===== config.mk =====
export PLATFORM = sky130hd
export DESIGN_NAME = load_store_unit_flat
export DESIGN_NICKNAME = d
export VERILOG_FILES = /design/src/rtl/load_store_unit_pkg.sv /design/src/rtl/load_store_unit_if.sv /design/src/rtl/load_store_unit_align.sv /design/src/rtl/load_store_unit.sv /design/src/flat_wrapper.sv
export SDC_FILE = /design/constraint.sdc
export NUM_CORES = 1
export LEC_CHECK = 0
export ABC_CLOCK_PERIOD_IN_PS = 6600
export CAP_MARGIN = 20
export CORE_AREA = 5 5 128 130
export DETAILED_ROUTE_END_ITERATION = 8
export DIE_AREA = 0 0 133 135
export PLACE_DENSITY_LB_ADDON = 0.05
export RECOVER_POWER = 25
export SLEW_MARGIN = 30
export SYNTH_ARGS = -nofsm -noshare
export SYNTH_HDL_FRONTEND = slang
export SYNTH_SLANG_ARGS = --single-unit

===== constraint.sdc =====
create_clock -name clk -period 6.6 [get_ports clk]
set_input_delay 1.65 -clock clk [delete_from_list [all_inputs] [get_ports clk]]
set_output_delay 1.65 -clock clk [all_outputs]
set_load 0.005 [all_outputs]

===== src/rtl/load_store_unit_pkg.sv =====
// Shared types and RV32I encodings for the load/store unit.
package load_store_unit_pkg;

  typedef enum logic [1:0] {
    LSU_IDLE,
    LSU_REQ,
    LSU_RESP
  } lsu_state_t;

  localparam logic [6:0] OPCODE_LOAD  = 7'b0000011;
  localparam logic [6:0] OPCODE_STORE = 7'b0100011;

  localparam logic [2:0] FUNCT3_LB  = 3'b000;
  localparam logic [2:0] FUNCT3_LH  = 3'b001;
  localparam logic [2:0] FUNCT3_LW  = 3'b010;
  localparam logic [2:0] FUNCT3_LBU = 3'b100;
  localparam logic [2:0] FUNCT3_LHU = 3'b101;
  localparam logic [2:0] FUNCT3_SB  = 3'b000;
  localparam logic [2:0] FUNCT3_SH  = 3'b001;
  localparam logic [2:0] FUNCT3_SW  = 3'b010;

  // True when funct3 names a real access for the given direction.
  function automatic logic funct3_legal(input logic is_store, input logic [2:0] funct3);
    if (is_store) begin
      return (funct3 == FUNCT3_SB) || (funct3 == FUNCT3_SH) || (funct3 == FUNCT3_SW);
    end
    return (funct3 == FUNCT3_LB)  || (funct3 == FUNCT3_LH) || (funct3 == FUNCT3_LW) ||
           (funct3 == FUNCT3_LBU) || (funct3 == FUNCT3_LHU);
  endfunction

endpackage


===== src/rtl/load_store_unit_if.sv =====
// Valid/ready data-memory port between the load/store unit and memory.
interface load_store_unit_if;

  logic        mem_valid;
  logic        mem_ready;
  logic        mem_we;
  logic [31:0] mem_addr;
  logic [3:0]  mem_wstrb;
  logic [31:0] mem_wdata;
  logic [31:0] mem_rdata;

  modport master (
    output mem_valid, mem_we, mem_addr, mem_wstrb, mem_wdata,
    input  mem_ready, mem_rdata
  );

  modport slave (
    input  mem_valid, mem_we, mem_addr, mem_wstrb, mem_wdata,
    output mem_ready, mem_rdata
  );

endinterface


===== src/rtl/load_store_unit_align.sv =====
// Byte-lane steering: store strobes/data, load extraction and extension,
// alignment and funct3 legality checks. Purely combinational.
module lsu_align
  import load_store_unit_pkg::*;
(
  input  logic [2:0]  funct3,
  input  logic        is_store,
  input  logic [1:0]  addr_lo,
  input  logic [31:0] rs2,
  input  logic [31:0] rdata,
  output logic [3:0]  wstrb,
  output logic [31:0] wdata,
  output logic [31:0] load_ext,
  output logic        misaligned,
  output logic        illegal
);

  logic [7:0]  rd_byte;
  logic [15:0] rd_half;

  // Lane selection and sign/zero extension for every access size.
  always_comb begin
    // NOTE: every output gets a default first so no path leaves a latch behind.
    wstrb      = 4'b0000;
    wdata      = 32'h0;
    load_ext   = 32'h0;
    misaligned = 1'b0;
    illegal    = !funct3_legal(is_store, funct3);

    case (addr_lo)
      2'd0:    rd_byte = rdata[7:0];
      2'd1:    rd_byte = rdata[15:8];
      2'd2:    rd_byte = rdata[23:16];
      default: rd_byte = rdata[31:24];
    endcase
    rd_half = addr_lo[1] ? rdata[31:16] : rdata[15:0];

    case (funct3[1:0])
      2'b00: begin
        wstrb    = 4'b0001 << addr_lo;
        wdata    = {4{rs2[7:0]}};
        load_ext = funct3[2] ? {24'h0, rd_byte} : {{24{rd_byte[7]}}, rd_byte};
      end
      2'b01: begin
        misaligned = addr_lo[0];
        wstrb      = 4'b0011 << {addr_lo[1], 1'b0};
        wdata      = {2{rs2[15:0]}};
        load_ext   = funct3[2] ? {16'h0, rd_half} : {{16{rd_half[15]}}, rd_half};
      end
      2'b10: begin
        misaligned = (addr_lo != 2'b00);
        wstrb      = 4'b1111;
        wdata      = rs2;
        load_ext   = rdata;
      end
      default: ;
    endcase

    // An illegal funct3 has no defined size, so it reports only as a fault.
    if (illegal) misaligned = 1'b0;
    if (!is_store) wstrb = 4'b0000;
  end

endmodule


===== src/rtl/load_store_unit.sv =====
// RV32I memory stage: one LOAD or STORE per start pulse over a valid/ready
// port, with alignment/legality checks and a bounded wait for mem_ready.
module load_store_unit
  import load_store_unit_pkg::*;
#(
  parameter int unsigned WAIT_LIMIT = 255
) (
  input  logic               clk,
  input  logic               reset,
  input  logic               start,
  input  logic [31:0]        instruction,
  input  logic [31:0]        addr,
  input  logic [31:0]        store_data,
  output logic               busy,
  output logic               done,
  output logic [31:0]        load_data,
  output logic               misaligned,
  output logic               fault,
  load_store_unit_if.master  mem
);

  localparam int CW = (WAIT_LIMIT < 2) ? 1 : $clog2(WAIT_LIMIT + 1);
  localparam logic [CW-1:0] WAIT_LAST = CW'((WAIT_LIMIT > 0) ? WAIT_LIMIT - 1 : 0);

  lsu_state_t state, state_n;

  logic [2:0]    funct3_q;
  logic [1:0]    addr_lo_q;
  logic          is_store_q;
  logic          we_q;
  logic [31:0]   mem_addr_q;
  logic [3:0]    wstrb_q;
  logic [31:0]   wdata_q;
  logic [31:0]   load_data_q;
  logic          mis_q;
  logic          fault_q;
  logic [CW-1:0] wait_cnt;

  logic [6:0]  opcode;
  logic        req_load;
  logic        req_store;
  logic        accept;
  logic        reject;
  logic        timeout;

  logic [2:0]  a_funct3;
  logic        a_is_store;
  logic [1:0]  a_addr_lo;
  logic [3:0]  a_wstrb;
  logic [31:0] a_wdata;
  logic [31:0] a_load;
  logic        a_mis;
  logic        a_illegal;

  assign opcode    = instruction[6:0];
  assign req_load  = (opcode == OPCODE_LOAD);
  assign req_store = (opcode == OPCODE_STORE);
  assign accept    = start && (state == LSU_IDLE) && (req_load || req_store);
  assign reject    = a_mis || a_illegal;
  assign timeout   = (WAIT_LIMIT != 0) && !mem.mem_ready && (wait_cnt == WAIT_LAST);

  // Aligner sees the incoming request while idle and the latched one afterwards.
  always_comb begin
    a_funct3   = funct3_q;
    a_is_store = is_store_q;
    a_addr_lo  = addr_lo_q;
    if (state == LSU_IDLE) begin
      a_funct3   = instruction[14:12];
      a_is_store = req_store;
      a_addr_lo  = addr[1:0];
    end
  end

  lsu_align u_align (
    .funct3     (a_funct3),
    .is_store   (a_is_store),
    .addr_lo    (a_addr_lo),
    .rs2        (store_data),
    .rdata      (mem.mem_rdata),
    .wstrb      (a_wstrb),
    .wdata      (a_wdata),
    .load_ext   (a_load),
    .misaligned (a_mis),
    .illegal    (a_illegal)
  );

  // State register.
  always_ff @(posedge clk) begin
    // NOTE: sequential state uses non-blocking assignments so every flop samples pre-edge values.
    if (reset) state <= LSU_IDLE;
    else       state <= state_n;
  end

  // Next-state logic.
  always_comb begin
    state_n = state;
    case (state)
      LSU_IDLE: if (accept) state_n = reject ? LSU_RESP : LSU_REQ;
      LSU_REQ:  if (mem.mem_ready || timeout) state_n = LSU_RESP;
      LSU_RESP: state_n = LSU_IDLE;
      default:  state_n = LSU_IDLE;
    endcase
  end

  // Request latch, wait counter, result flags and load result.
  always_ff @(posedge clk) begin
    if (reset) begin
      funct3_q    <= 3'b000;
      addr_lo_q   <= 2'b00;
      is_store_q  <= 1'b0;
      we_q        <= 1'b0;
      mem_addr_q  <= 32'h0;
      wstrb_q     <= 4'b0000;
      wdata_q     <= 32'h0;
      load_data_q <= 32'h0;
      mis_q       <= 1'b0;
      fault_q     <= 1'b0;
      wait_cnt    <= '0;
    end else begin
      case (state)
        LSU_IDLE: begin
          if (accept) begin
            funct3_q   <= instruction[14:12];
            addr_lo_q  <= addr[1:0];
            is_store_q <= req_store;
            we_q       <= req_store;
            mem_addr_q <= {addr[31:2], 2'b00};
            wstrb_q    <= a_wstrb;
            wdata_q    <= a_wdata;
            mis_q      <= a_mis;
            fault_q    <= a_illegal;
            wait_cnt   <= '0;
          end
        end
        LSU_REQ: begin
          if (mem.mem_ready) begin
            if (!is_store_q) load_data_q <= a_load;
          end else if (timeout) begin
            fault_q <= 1'b1;
          end else begin
            wait_cnt <= wait_cnt + CW'(1);
          end
        end
        default: ;
      endcase
    end
  end

  assign busy       = (state != LSU_IDLE);
  assign done       = (state == LSU_RESP);
  assign misaligned = done && mis_q;
  assign fault      = done && fault_q;
  assign load_data  = load_data_q;

  assign mem.mem_valid = (state == LSU_REQ);
  assign mem.mem_we    = we_q;
  assign mem.mem_addr  = mem_addr_q;
  assign mem.mem_wstrb = wstrb_q;
  assign mem.mem_wdata = wdata_q;

endmodule


===== src/flat_wrapper.sv =====
// flat-port wrapper written by rule: the top's interface ports become plain ports
module load_store_unit_flat import load_store_unit_pkg::*;
#(
  parameter int unsigned WAIT_LIMIT = 255
)
  (clk, reset, start, instruction, addr, store_data, busy, done, load_data, misaligned, fault, mem_mem_valid, mem_mem_we, mem_mem_addr, mem_mem_wstrb, mem_mem_wdata, mem_mem_ready, mem_mem_rdata);
  load_store_unit_if mem_i ();
  input  logic clk;
  input  logic reset;
  input  logic start;
  input  logic [31:0] instruction;
  input  logic [31:0] addr;
  input  logic [31:0] store_data;
  output logic busy;
  output logic done;
  output logic [31:0] load_data;
  output logic misaligned;
  output logic fault;
  output wire logic [$bits(mem_i.mem_valid)-1:0] mem_mem_valid;
  output wire logic [$bits(mem_i.mem_we)-1:0] mem_mem_we;
  output wire logic [$bits(mem_i.mem_addr)-1:0] mem_mem_addr;
  output wire logic [$bits(mem_i.mem_wstrb)-1:0] mem_mem_wstrb;
  output wire logic [$bits(mem_i.mem_wdata)-1:0] mem_mem_wdata;
  input wire logic [$bits(mem_i.mem_ready)-1:0] mem_mem_ready;
  input wire logic [$bits(mem_i.mem_rdata)-1:0] mem_mem_rdata;
  assign mem_mem_valid = mem_i.mem_valid;
  assign mem_mem_we = mem_i.mem_we;
  assign mem_mem_addr = mem_i.mem_addr;
  assign mem_mem_wstrb = mem_i.mem_wstrb;
  assign mem_mem_wdata = mem_i.mem_wdata;
  assign mem_i.mem_ready = mem_mem_ready;
  assign mem_i.mem_rdata = mem_mem_rdata;
  load_store_unit #(.WAIT_LIMIT(WAIT_LIMIT)) u_core (.clk(clk), .reset(reset), .start(start), .instruction(instruction), .addr(addr), .store_data(store_data), .busy(busy), .done(done), .load_data(load_data), .misaligned(misaligned), .fault(fault), .mem(mem_i));
endmodule

== Word level (Yosys, flattened, before mapping) ==
Index checks and enable logic that the tools add are counted.

* Output and inout port bits: 106
* Logic and storage cells: 87
* Memories: 0
* Register bits: 116
* Bits in latches: 0
* ROM bits: 0
* RAM bits: 0
* Input port bits: 132

* Reductions and logical operators: 26
* Add/sub/neg operators: 1
* Multiplexer cells: 28
* Bitwise logic cells: 1
* Equal/unequal tests: 18
* Multipliers: 0
* $lt $le $gt $ge: 0
* Shifts and indexed selects: 2
* Divide/modulo/power cells: 0

{| class="wikitable"
|+ Operator list
! operator !! count
|-
| 32-bit case mux with 3 select lines || 2
|-
| 32-bit two-way mux || 2
|-
| 8-bit two-way mux || 3
|-
| 8-bit case mux with 3 select lines || 1
|-
| 16-bit two-way mux || 1
|-
| 8-bit case mux with 2 select lines || 1
|-
| 4-bit case mux with 3 select lines || 1
|-
| 8-bit by 1-bit adder with 8-bit output, second input constant || 1
|-
| 8-bit == test, second input constant || 1
|-
| 1-bit two-way mux || 8
|-
| 2-bit two-way mux || 4
|-
| 4-bit AND reduction || 2
|-
| 7-bit by 2-bit == test with 1-bit output, second input constant || 1
|-
| 7-bit by 6-bit == test with 1-bit output, second input constant || 1
|-
| 1-bit logical OR || 7
|-
| 2-bit by 1-bit == test with 1-bit output, second input constant || 3
|-
| 2-bit == test, second input constant || 3
|-
| 3-bit == test, second input constant || 2
|-
| 2-bit logical NOT || 3
|-
| 2-bit by 1-bit != test with 1-bit output, second input constant || 3
|-
| 2-bit nonzero test || 3
|-
| 1-bit logical AND || 5
|-
| 4-bit two-way mux || 1
|-
| 2-bit != test, second input constant || 2
|-
| 12 further kinds || 15
|}

== Logic depth before layout (Yosys ltp) ==
* Word-level depth: 13
* Depth in mapped cells: 12
* Mapped depth without buffers: 9

== Modules after synthesis ==
From an unflattened synthesis, not the netlist that was laid out.

* Cells, all modules: 781
* Area, all modules: 5,943.2 um^2

{| class="wikitable"
|+ Modules (own cells, without submodules)
! module !! area an instance (um^2) !! cells an instance !! instances !! sequential area each (um^2)
|-
| load_store_unit || 4,352.9 || 544 || 1 || 2,322.2
|-
| lsu_align || 1,590.3 || 237 || 1 || 0.0
|}

== Least setup slack after synthesis ==
OpenSTA, ideal clock, no wires.

* Kind: input port to flip-flop
* Start: input instruction[13]
* End: register u_core.load_data_q[2] (netlist: u_core.load_data[2])
* Required time: 6,513 ps
* Cell stages on the path: 10
* Slack: 3,234 ps
* Setup time: 87 ps
* Arrival time: 3,279 ps
* Buffers on the path: 2
* Cell sequence: mux2_2 -> inv_1 -> ha_1 -> clkbuf_1 -> inv_1 -> a21oi_1 -> buf_2 -> a22oi_1 -> a2bb2oi_1 -> o31ai_1

* Longest elaborated chain between the ends: 3
* Elaborated cells between the ends (all ways): 5
* Classes of those cells: eq/ne: 2; mux: 2; reduce/logical: 1

{| class="wikitable"
|+ Ends and longest elaborated chain
! item !! line !! RTL
|-
| start, declared || flat_wrapper.sv:11 || <nowiki>input logic [31:0] instruction;</nowiki>
|-
| 3-bit two-way mux (*) || load_store_unit.sv:67 || <nowiki>if (state == LSU_IDLE) begin</nowiki>
|-
| 2-bit == test (tied with other cells) || load_store_unit_align.sv:38 || <nowiki>case (funct3[1:0])</nowiki>
|-
| 32-bit case mux with 3 select lines (*) || load_store_unit_align.sv:38 ||
|-
| end signal, assigned || load_store_unit.sv:137 || <nowiki>if (!is_store_q) load_data_q <= a_load;</nowiki>
|-
| end, declared || load_store_unit.sv:34 || <nowiki>logic [31:0] load_data_q;</nowiki>
|}

Every way passes the cells marked *; elsewhere a longest branch is shown, timed or not.
A chain may end at the register's enable or synchronous reset.

== Final worst setup path ==
* Start: input instruction[3]
* End: register u_core.mem_addr_q[31] (netlist: u_core.mem.mem_addr[31])

* Longest elaborated chain between the ends: 4
* Elaborated cells between the ends (all ways): 5
* Classes of those cells: eq/ne: 2; reduce/logical: 3

{| class="wikitable"
|+ Ends and longest elaborated chain
! item !! line !! RTL
|-
| 7-bit by 2-bit == test with 1-bit output / 7-bit by 6-bit == test with 1-bit output (equally long branches) || load_store_unit.sv:56, load_store_unit.sv:57 ||
|-
| 1-bit logical OR (*) || load_store_unit.sv:58 || <nowiki>assign accept = start && (state == LSU_IDLE) && (req_load || req_store);</nowiki>
|-
| 1-bit logical AND (*) || load_store_unit.sv:58 ||
|-
| 2-bit AND reduction (no line) (*) || -- ||
|-
| end signal, assigned || load_store_unit.sv:127 || <nowiki>mem_addr_q <= {addr[31:2], 2'b00};</nowiki>
|-
| end, declared || load_store_unit.sv:31 || <nowiki>logic [31:0] mem_addr_q;</nowiki>
|}

Marks and branches as above.

==> flow_summary.ini <==
[global_route]
groute.usage.overall_pct = 20.9
grt_pass1_wl_mm = 30.2
grt_start_max_net_pins = 87
globalRouteOverflowTotal = 0
grt_pass1_vias = 5689
antenna_found_initial = 0

[timing]
slew_viol_final = 0
final_period_minus_worst_setup_slack_ps = 3970
max_frequency_mhz = 252
setup_repair_after_global_routing_missed_its_margin = no
fin_worst_hold_slack_ps = 445
max-slew-margin-rel_pct = 37.1
timing.final.setup_violations = 0
worst-slew-pin-transition_ps = 943
timing.setup.tns_ps = 0
timing_hold_violations_final = 0
final.setup_skew_ps = 8.66
fin_crit_sh_pct = 60.2

[clock_network]
cts_buffers = 17
post-cts-setup-buffer-count = 0
clkSlewWorstSetupHoldPaths_ps = 50
ctsResizeCount = 0
clock-sinks = 116
clockRootBuffer = clkbuf_16
worst_skew_pair.late_latency_ps = 420
hold_buffers = 0
cts_buffer_depth = 2
cts_tree = built
htree_num_levels = 4

[min_path]
holdCritPathClass = reg2reg

[final_layout]
finish.net_count = 981
area_delta_synth_final_pct = 51.8
insertedDiodeCount = 0
drive_gt1_share_pct = 6.90
most_used_cells_in_the_layout_excluding_fill_and_tap_cells = clkdlybuf4s50_1, dfxtp_1, a21oi_1, nand2_1, dlygate4sd3_1
final.fill_count = 1354
final_area_mm2 = 0.00829
most_common_cell_after_layout_fill_and_taps_aside = clkdlybuf4s50_1

[logic_synthesis]
post_syn_area_mm2 = 0.00546
synth_cells = 661
netlist-cell-type-count = 58
most_area_hungry_cell_type_in_the_yosys_netlist = dfxtp_1
synth.avg_cell_area_um2 = 8.25
synth_enable_flop_cells = 0
synthTopCellsByArea = dfxtp_1, a21oi_1, nand2_1
ys_seq_elements = 116
synthesis.yosys.warnings = 0
async_reset_ff_share_pct = 0
post-synth-top-area-fraction_pct = 42.6
dominantRegCellSynth = dfxtp_1
synth_sequential_area_ratio_pct = 42.6

[detailed_routing]
route.final.wire_length_mm = 19.4
antenna_left = 0
initialDrtViolationCount = 518
num_vias = 5759
drc = 0
route.detailed.vias_per_inst = 5.52
drt_pre_antenna_iters = 6
drt-wirelength-per-cell_um = 18.6

[setup_path]
cp_data_arrival_time_ps = 4310
worst_setup_path_end_kind = register
cp_startpoint_kind = primary input
setup.worst_path.class = in2reg
worst-endpoint-required_ps = 6930
biggest_fanout_along_the_worst_timing_path = 45

[place]
io_buffers = 213
globalplace.congestion = 0.797
placement.cell_area_mm2 = 0.00766
detailedPlacementHpwl_mm = 13.6

[floorplan]
initial_core_util_pct = 36.3
die_ar_mm2 = 0.0180
die_w_um = 133
io_pins = 238
placement_rows = 45
die_height_um = 135
coreArea_mm2 = 0.0150

[outcome]
status = finished, final reports clean

[power_and_ir_drop]
power.density_cell_area_mw_per_mm2 = 225
ir_drop_mv = 0.183
p_leak_uw = 0.00306

[job]
maxCapViolCount = 0
flip-flops by register name, indices dropped and copies added, names as in the netlist:
name / flops
u_core.mis_q: 1
u_core.funct3_q: 3
u_core.mem.mem_addr: 30
u_core.addr_lo_q: 2
u_core.mem.mem_wstrb: 4
u_core.load_data: 32
u_core.is_store_q: 1
u_core.state: 2
u_core.mem.mem_wdata: 32
u_core.fault_q: 1
u_core.wait_cnt: 8
kinds of logic after synthesis:
family / after synthesis / share of synthesized area [%]
buffers and inverters: 70 / 5.53
xor gates and xnor gates: 7 / 1.12
adders and majority gates: 6 / 1.38
muxes: 12 / 2.55
and+or+nand+nor: 223 / 18.8
AOI/OAI and AO/OA: 226 / 28.0
other: 1 / 0.0687
DFF: 116 / 42.6
per-stage QoR:
stage / power, uW / util (%) / setup WS, ps / std cells
CTS: 1880 / 55.1 / 2550 / 1043
global placement: 895 / 50.9 / 2030 / 1012
finish: 1860 / 55.1 / 2630 / 1043
floorplan: 798 / - / 3230 / 662
global route: 1920 / 55.1 / 2290 / 1043
detailed placement: 898 / 51.0 / 2110 / 1012
critical path, cell delays in order:
cell and delay [ps]:
clkdlybuf4s50_1 400, nor4_1 530, nand3_1 270, nor2_4 640, buf_4 530, nand2_1 100, a21oi_1 150
cell usage after synthesis (4+ instances only):
library cell / n
ha_1: 6
a22oi_1: 16
xor2_1: 6
inv_1: 10
o31ai_1: 4
a2bb2oi_1: 4
nand3_1: 15
buf_2: 10
mux2_2: 4
a21oi_1: 95
a211oi_1: 17
clkbuf_1: 44
and3_1: 5
a22o_1: 19
nand2_1: 91
a221oi_1: 8
nand4_1: 6
a222oi_1: 9
nor3_1: 36
buf_4: 5
mux2i_1: 5
nor2_1: 48
o21ai_0: 17
o221ai_1: 16
dfxtp_1: 116
path summary, 6_finish.rpt:
kind | slack (ps) | start | depth (start not counted) | to
worst max-delay path | 2630 | instruction[3] | 7 | u_core.mem.mem_addr[31]
worst min-delay path | 450 | u_core.mem.mem_wstrb[1] | 2 | u_core.mem.mem_wstrb[1]
worst max register to register | 3350 | u_core.state[1] | 8 | u_core.mem.mem_wstrb[0]
worst min register to register | 450 | u_core.mem.mem_wstrb[1] | 2 | u_core.mem.mem_wstrb[1]
report_power, final:
part / internal, uW / leakage (uW) / switching (uW)
clock network: 657 / 0.000306 / 321
registers: 703 / 0.000934 / 1.38
logic: 90.8 / 0.00182 / 88.5
total: 1450 / 0.00306 / 410
layer usage:
metal,share of wire [%],global-route usage [%],up-vias
met5,0,0,-
met4,1.6,7.33,0
li1,-,-,2791
met1,43,26.1,2755
met2,49,34.8,188
met3,6.3,5.81,25
layout make-up:
type / instances / area [um^2] / area share, %
Multi-Input combinational cell: 476 / 2870 / 34.6
Tap cell: 188 / 235 / 2.84
Inverter: 10 / 37.5 / 0.453
Timing Repair Buffer: 222 / 2190 / 26.5
Clock inverter: 9 / 151 / 1.83
Sequential cell: 116 / 2320 / 28.0
Clock buffer: 22 / 474 / 5.72
No activity file was read; power rests on OpenSTA's default activity.
